**src/rtl/regfile_wb_arbiter.sv**
```systemverilog
// Writeback arbiter for the single regfile write port: one holding buffer per
// source, oldest buffered write drains first, plus decode hazard-check lookups.
module regfile_wb_arbiter #(
  parameter int NUM_SRC = 2,
  parameter int DATA_W  = 32
) (
  input  logic                           clk,
  input  logic                           rst,
  input  logic [NUM_SRC-1:0]             src_valid_i,
  output logic [NUM_SRC-1:0]             src_ready_o,
  input  logic [NUM_SRC-1:0][4:0]        src_rd_s_i,
  input  logic [NUM_SRC-1:0][DATA_W-1:0] src_rd_v_i,
  output logic                           regf_we_o,
  output logic [4:0]                     rd_s_o,
  output logic [DATA_W-1:0]              rd_v_o,
  output logic [NUM_SRC-1:0]             grant_o,
  input  logic [4:0]                     chk_rs1_s_i,
  input  logic [4:0]                     chk_rs2_s_i,
  output logic                           chk_rs1_busy_o,
  output logic                           chk_rs2_busy_o
);

  logic [NUM_SRC-1:0]                     full_q, full_d;
  logic [NUM_SRC-1:0][4:0]                rd_q, rd_d;
  logic [NUM_SRC-1:0][DATA_W-1:0]         val_q, val_d;
  // older_q[i][j]: entry i was accepted before entry j (meaningful only when both are full)
  logic [NUM_SRC-1:0][NUM_SRC-1:0]        older_q, older_d;

  logic [NUM_SRC-1:0]                     grant;
  logic [NUM_SRC-1:0]                     hs;
  logic [NUM_SRC-1:0]                     acc;

  always_comb begin
    logic found;
    logic oldest;
    grant = '0;
    found = 1'b0;
    for (int i = 0; i < NUM_SRC; i++) begin
      oldest = full_q[i];
      for (int j = 0; j < NUM_SRC; j++) begin
        if (j != i && full_q[j] && !older_q[i][j]) oldest = 1'b0;
      end
      if (oldest && !found && !rst) begin
        grant[i] = 1'b1;
        found    = 1'b1;
      end
    end
  end

  assign src_ready_o = rst ? '0 : (~full_q | grant);
  assign hs          = src_valid_i & src_ready_o;
  assign grant_o     = grant;
  assign regf_we_o   = |grant;

  always_comb begin
    for (int i = 0; i < NUM_SRC; i++) begin
      acc[i] = hs[i] && (src_rd_s_i[i] != 5'd0);
    end
  end

  always_comb begin
    full_d  = '0;
    rd_d    = rd_q;
    val_d   = val_q;
    older_d = '0;
    if (!rst) begin
      full_d = acc | (full_q & ~grant);
      for (int i = 0; i < NUM_SRC; i++) begin
        if (acc[i]) begin
          rd_d[i]  = src_rd_s_i[i];
          val_d[i] = src_rd_v_i[i];
        end
        // A newly accepted entry is younger than all survivors; same-cycle ties go by index.
        for (int j = 0; j < NUM_SRC; j++) begin
          if (i == j)                 older_d[i][j] = 1'b0;
          else if (acc[i] && acc[j])  older_d[i][j] = (i < j);
          else if (acc[i])            older_d[i][j] = 1'b0;
          else if (acc[j])            older_d[i][j] = 1'b1;
          else                        older_d[i][j] = older_q[i][j];
        end
      end
    end
  end

  always_comb begin
    rd_s_o = '0;
    rd_v_o = '0;
    for (int i = 0; i < NUM_SRC; i++) begin
      if (grant[i]) begin
        rd_s_o = rd_q[i];
        rd_v_o = val_q[i];
      end
    end
  end

  always_comb begin
    chk_rs1_busy_o = 1'b0;
    chk_rs2_busy_o = 1'b0;
    if (!rst) begin
      for (int i = 0; i < NUM_SRC; i++) begin
        if (full_q[i] && chk_rs1_s_i != 5'd0 && rd_q[i] == chk_rs1_s_i) chk_rs1_busy_o = 1'b1;
        if (full_q[i] && chk_rs2_s_i != 5'd0 && rd_q[i] == chk_rs2_s_i) chk_rs2_busy_o = 1'b1;
      end
    end
  end

  always_ff @(posedge clk) begin
    full_q  <= full_d;
    rd_q    <= rd_d;
    val_q   <= val_d;
    older_q <= older_d;
  end

endmodule
```
**config.mk**
```make
export PLATFORM = sky130hd
export DESIGN_NAME = regfile_wb_arbiter
export DESIGN_NICKNAME = d
export VERILOG_FILES = /design/src/rtl/regfile_wb_arbiter.sv
export SDC_FILE = /design/constraint.sdc
export NUM_CORES = 1
export LEC_CHECK = 0
export CAP_MARGIN = 20
export CORE_MARGIN = 5
export CORE_UTILIZATION = 40
export CTS_CLUSTER_SIZE = 28
export DETAILED_ROUTE_END_ITERATION = 7
export PLACE_DENSITY = 0.8
export SETUP_SLACK_MARGIN = 0.2
export SLEW_MARGIN = 20
export SYNTH_ARGS = -nofsm -noshare
export SYNTH_HDL_FRONTEND = slang
export SYNTH_SLANG_ARGS = --single-unit
```
**constraint.sdc**
```tcl
create_clock -name clk -period 5.3 [get_ports clk]
set_input_delay 0.795 -clock clk [delete_from_list [all_inputs] [get_ports clk]]
set_output_delay 0.795 -clock clk [all_outputs]
set_load 0.05 [all_outputs]
```
==> results.yml <==
status:
  status: "finished clean"
finish:
  area_growth_pct: 52.1
  fin_nets: 408
  fill_cells: 588
  multi_input_area_sq_um: 769
  drive_gt1_share_pct: 9.23
  antenna_cells: 0
  fin_cells: 427
  regArea_sq_mm: 0.00230
power:
  vdd_drop_max_mv: 0.189
  p_leak_nw: 1.62
  power-per-cell-area_mw_per_mm2: 294
timing:
  fin_crit_sh_pct: 77.2
  worst_pin_slew_ns: 0.584
  fin_hold_ws_ns: 0.542
  setup_viol: 0
  slew_headroom_pct: 60.9
  fin_setup_tns_ns: 0
  hold_viol: 0
  period_needed_ns: 4.09
  fmax_mhz: 244
  rsz0062_at_grt: "false"
  fin_worst_skew_ns: 0.00824
  slew_viol_final: 0
die:
  core_region_area_sq_mm: 0.00769
  dieArea_sq_mm: 0.00969
  rows: 32
  die_h_um: 98.4
  ioPinCount: 132
  start_util_pct: 40.7
  fp.dieW_um: 98.4
synthesis:
  synthTopCellsByArea: "edfxtp_1 (71%), a22o_1 (10%), xor2_1 (4.5%)"
  yosysUniqueCellTypes: 27
  synthCells: 182
  avgSynthCellArea_sq_um: 17.2
  synth_top_cell_area_share_pct: 71.0
  synth_area_sq_mm: 0.00313
  syn_nets: 270
  ys_top_cells_by_count: "edfxtp_1 (74), a22o_1 (37), xor2_1 (16)"
  yosys.area.top_type: "edfxtp_1"
  ys_seq_area_share_pct: 73.6
  yosysWarningCount: 0
  synth-edff-count: 74
  synth_most_common_cell: "edfxtp_1"
  synth_flop_cell: "edfxtp_1"
  async_reset_ff_share_pct: 0
  synth_seq_cells: 78
worst_setup_path:
  cp-start-kind: "input pin"
  required_ns: 4.51
  r2r_cells: 4
  r2r_setup_slack_ns: 3.53
  end_kind: "primary output"
  path_class: "input pin to primary output"
  r2r-end: "rd_q[3]$_DFFE_PP_"
  cp_max_fo: 38
  r2r-start: "full_q[1]$_SDFF_PP0_"
  arrival_ns: 3.30
hold_path:
  min_path_cells: 1
  hold_start: "older_q[1]$_SDFFE_PP0P_"
  hold_end: "older_q[1]$_SDFFE_PP0P_"
  hold_class: "flop to flop"
cts:
  hold_buffers: 0
  clock_sinks: 78
  clk_pin_slew_ns: 0.08
  h-tree-depth: 3
  cts_root_buf: "clkbuf_8"
  cts_buffer_depth: 2
  post_cts_buffers: 0
  cts_made_buffers: 9
  insertion_delay_ns: 0.34
  cts_tree: "done"
  ctsResizeCount: 0
grt:
  grt_max_degree: 40
  grt_usage_pct: 16.4
  grt_pass1_wl_um: 12200
  grt_pass1_vias: 2405
  grt-ovfl-total: 0
  antenna_found_initial: 0
place:
  dp_hpwl_um: 5600
  placed_cells: 411
  portBuffers: 131
  place_congestion: 0.859
routing:
  vias_per_cell: 4.94
  vias: 2110
  drc: 0
  wirelength_um: 7840
  drtIter0Drc: 70
  ant_nets: 0
  post_drt_wl_per_cell_um: 18.4
  drtPass1Iterations: 6
job:
  max-cap-violations: 0
## cell families (layout without fill, tap and decap cells)
group	after synthesis	after routing	share of synthesized area, %
xor gates and xnor gates	20	20	5.60
buffers and inverters	12	155	2.60
AOI/OAI and AO/OA	54	54	14.2
DFF	78	78	73.6
and+or+nand+nor	18	18	4.04
## registers in the layout, indices dropped and copies added, names as in the netlist
signal   count
rd_q        10
val_q       64
full_q       2
older_q      2
## critical path, stage by stage
cell and delay, ns:
clkdlybuf4s50_1 0.70, nor3b_4 0.27, buf_4 0.42, a22o_1 0.26, clkdlybuf4s50_1 0.82
## worst max path at each step
stage	from	end	slack, ns	cells after the start
global placement	rst	rd_v_o[2]	1.23	5
detailed placement	rst	rd_v_o[2]	1.21	5
floorplan	rst	rd_q[0]$_DFFE_PP_	1.04	2
CTS	rst	rd_v_o[2]	1.21	5
finish	rst	rd_v_o[2]	1.21	5
global route	rst	rd_v_o[2]	1.11	5
## cells in the final DEF (no fill, tap or decap), types with 2 or more instances in the layout
master / instances
edfxtp_1: 74
xor2_1: 16
nor4_1: 4
inv_1: 2
a21oi_1: 6
buf_4: 5
dfxtp_1: 4
o21ai_0: 4
xnor2_1: 4
o21ai_2: 2
or4_1: 3
clkinvlp_4: 3
nand3_1: 4
a22o_1: 37
clkdlybuf4s50_1: 131
clkbuf_8: 9
## metal layers
layer  share of wire (%)  wire, um  up-vias  GRT usage, %
met3                 9.6       755       10          7.57
met5                   0         0        -             0
met1                  38      3010      996          17.8
met2                  51      3970       94          28.5
li1                    -         -     1010             -
met4                 1.3       102        0          4.94
## report_power, final
| group | internal (mW) | switching (mW) |
|---|---|---|
| logic | 0.114 | 0.131 |
| registers | 0.708 | 0.0130 |
| clock network | 0.218 | 0.217 |
## per-stage QoR
step                      worst slack, ns  instance area (sq um)  total power, mW  util, %
after floorplan                      1.04                   3130            0.857        -
after global placement               1.23                   4560            0.977     59.3
after detailed placement             1.21                   4560            0.981     59.3
after CTS                            1.21                   4760             1.41     61.9
after global routing                 1.11                   4760             1.46     61.9
final                                1.21                   4760             1.40     61.9
## final cells by class
type	instances	area share, %
clock buffer	9	2.60
clock inverter	7	1.55
inverter	3	0.237
multi-input combinational	92	16.2
sequential	78	48.4
tap	102	2.68
timing repair buffer	136	28.4
Note: power is estimated with default switching activity, not from simulation.
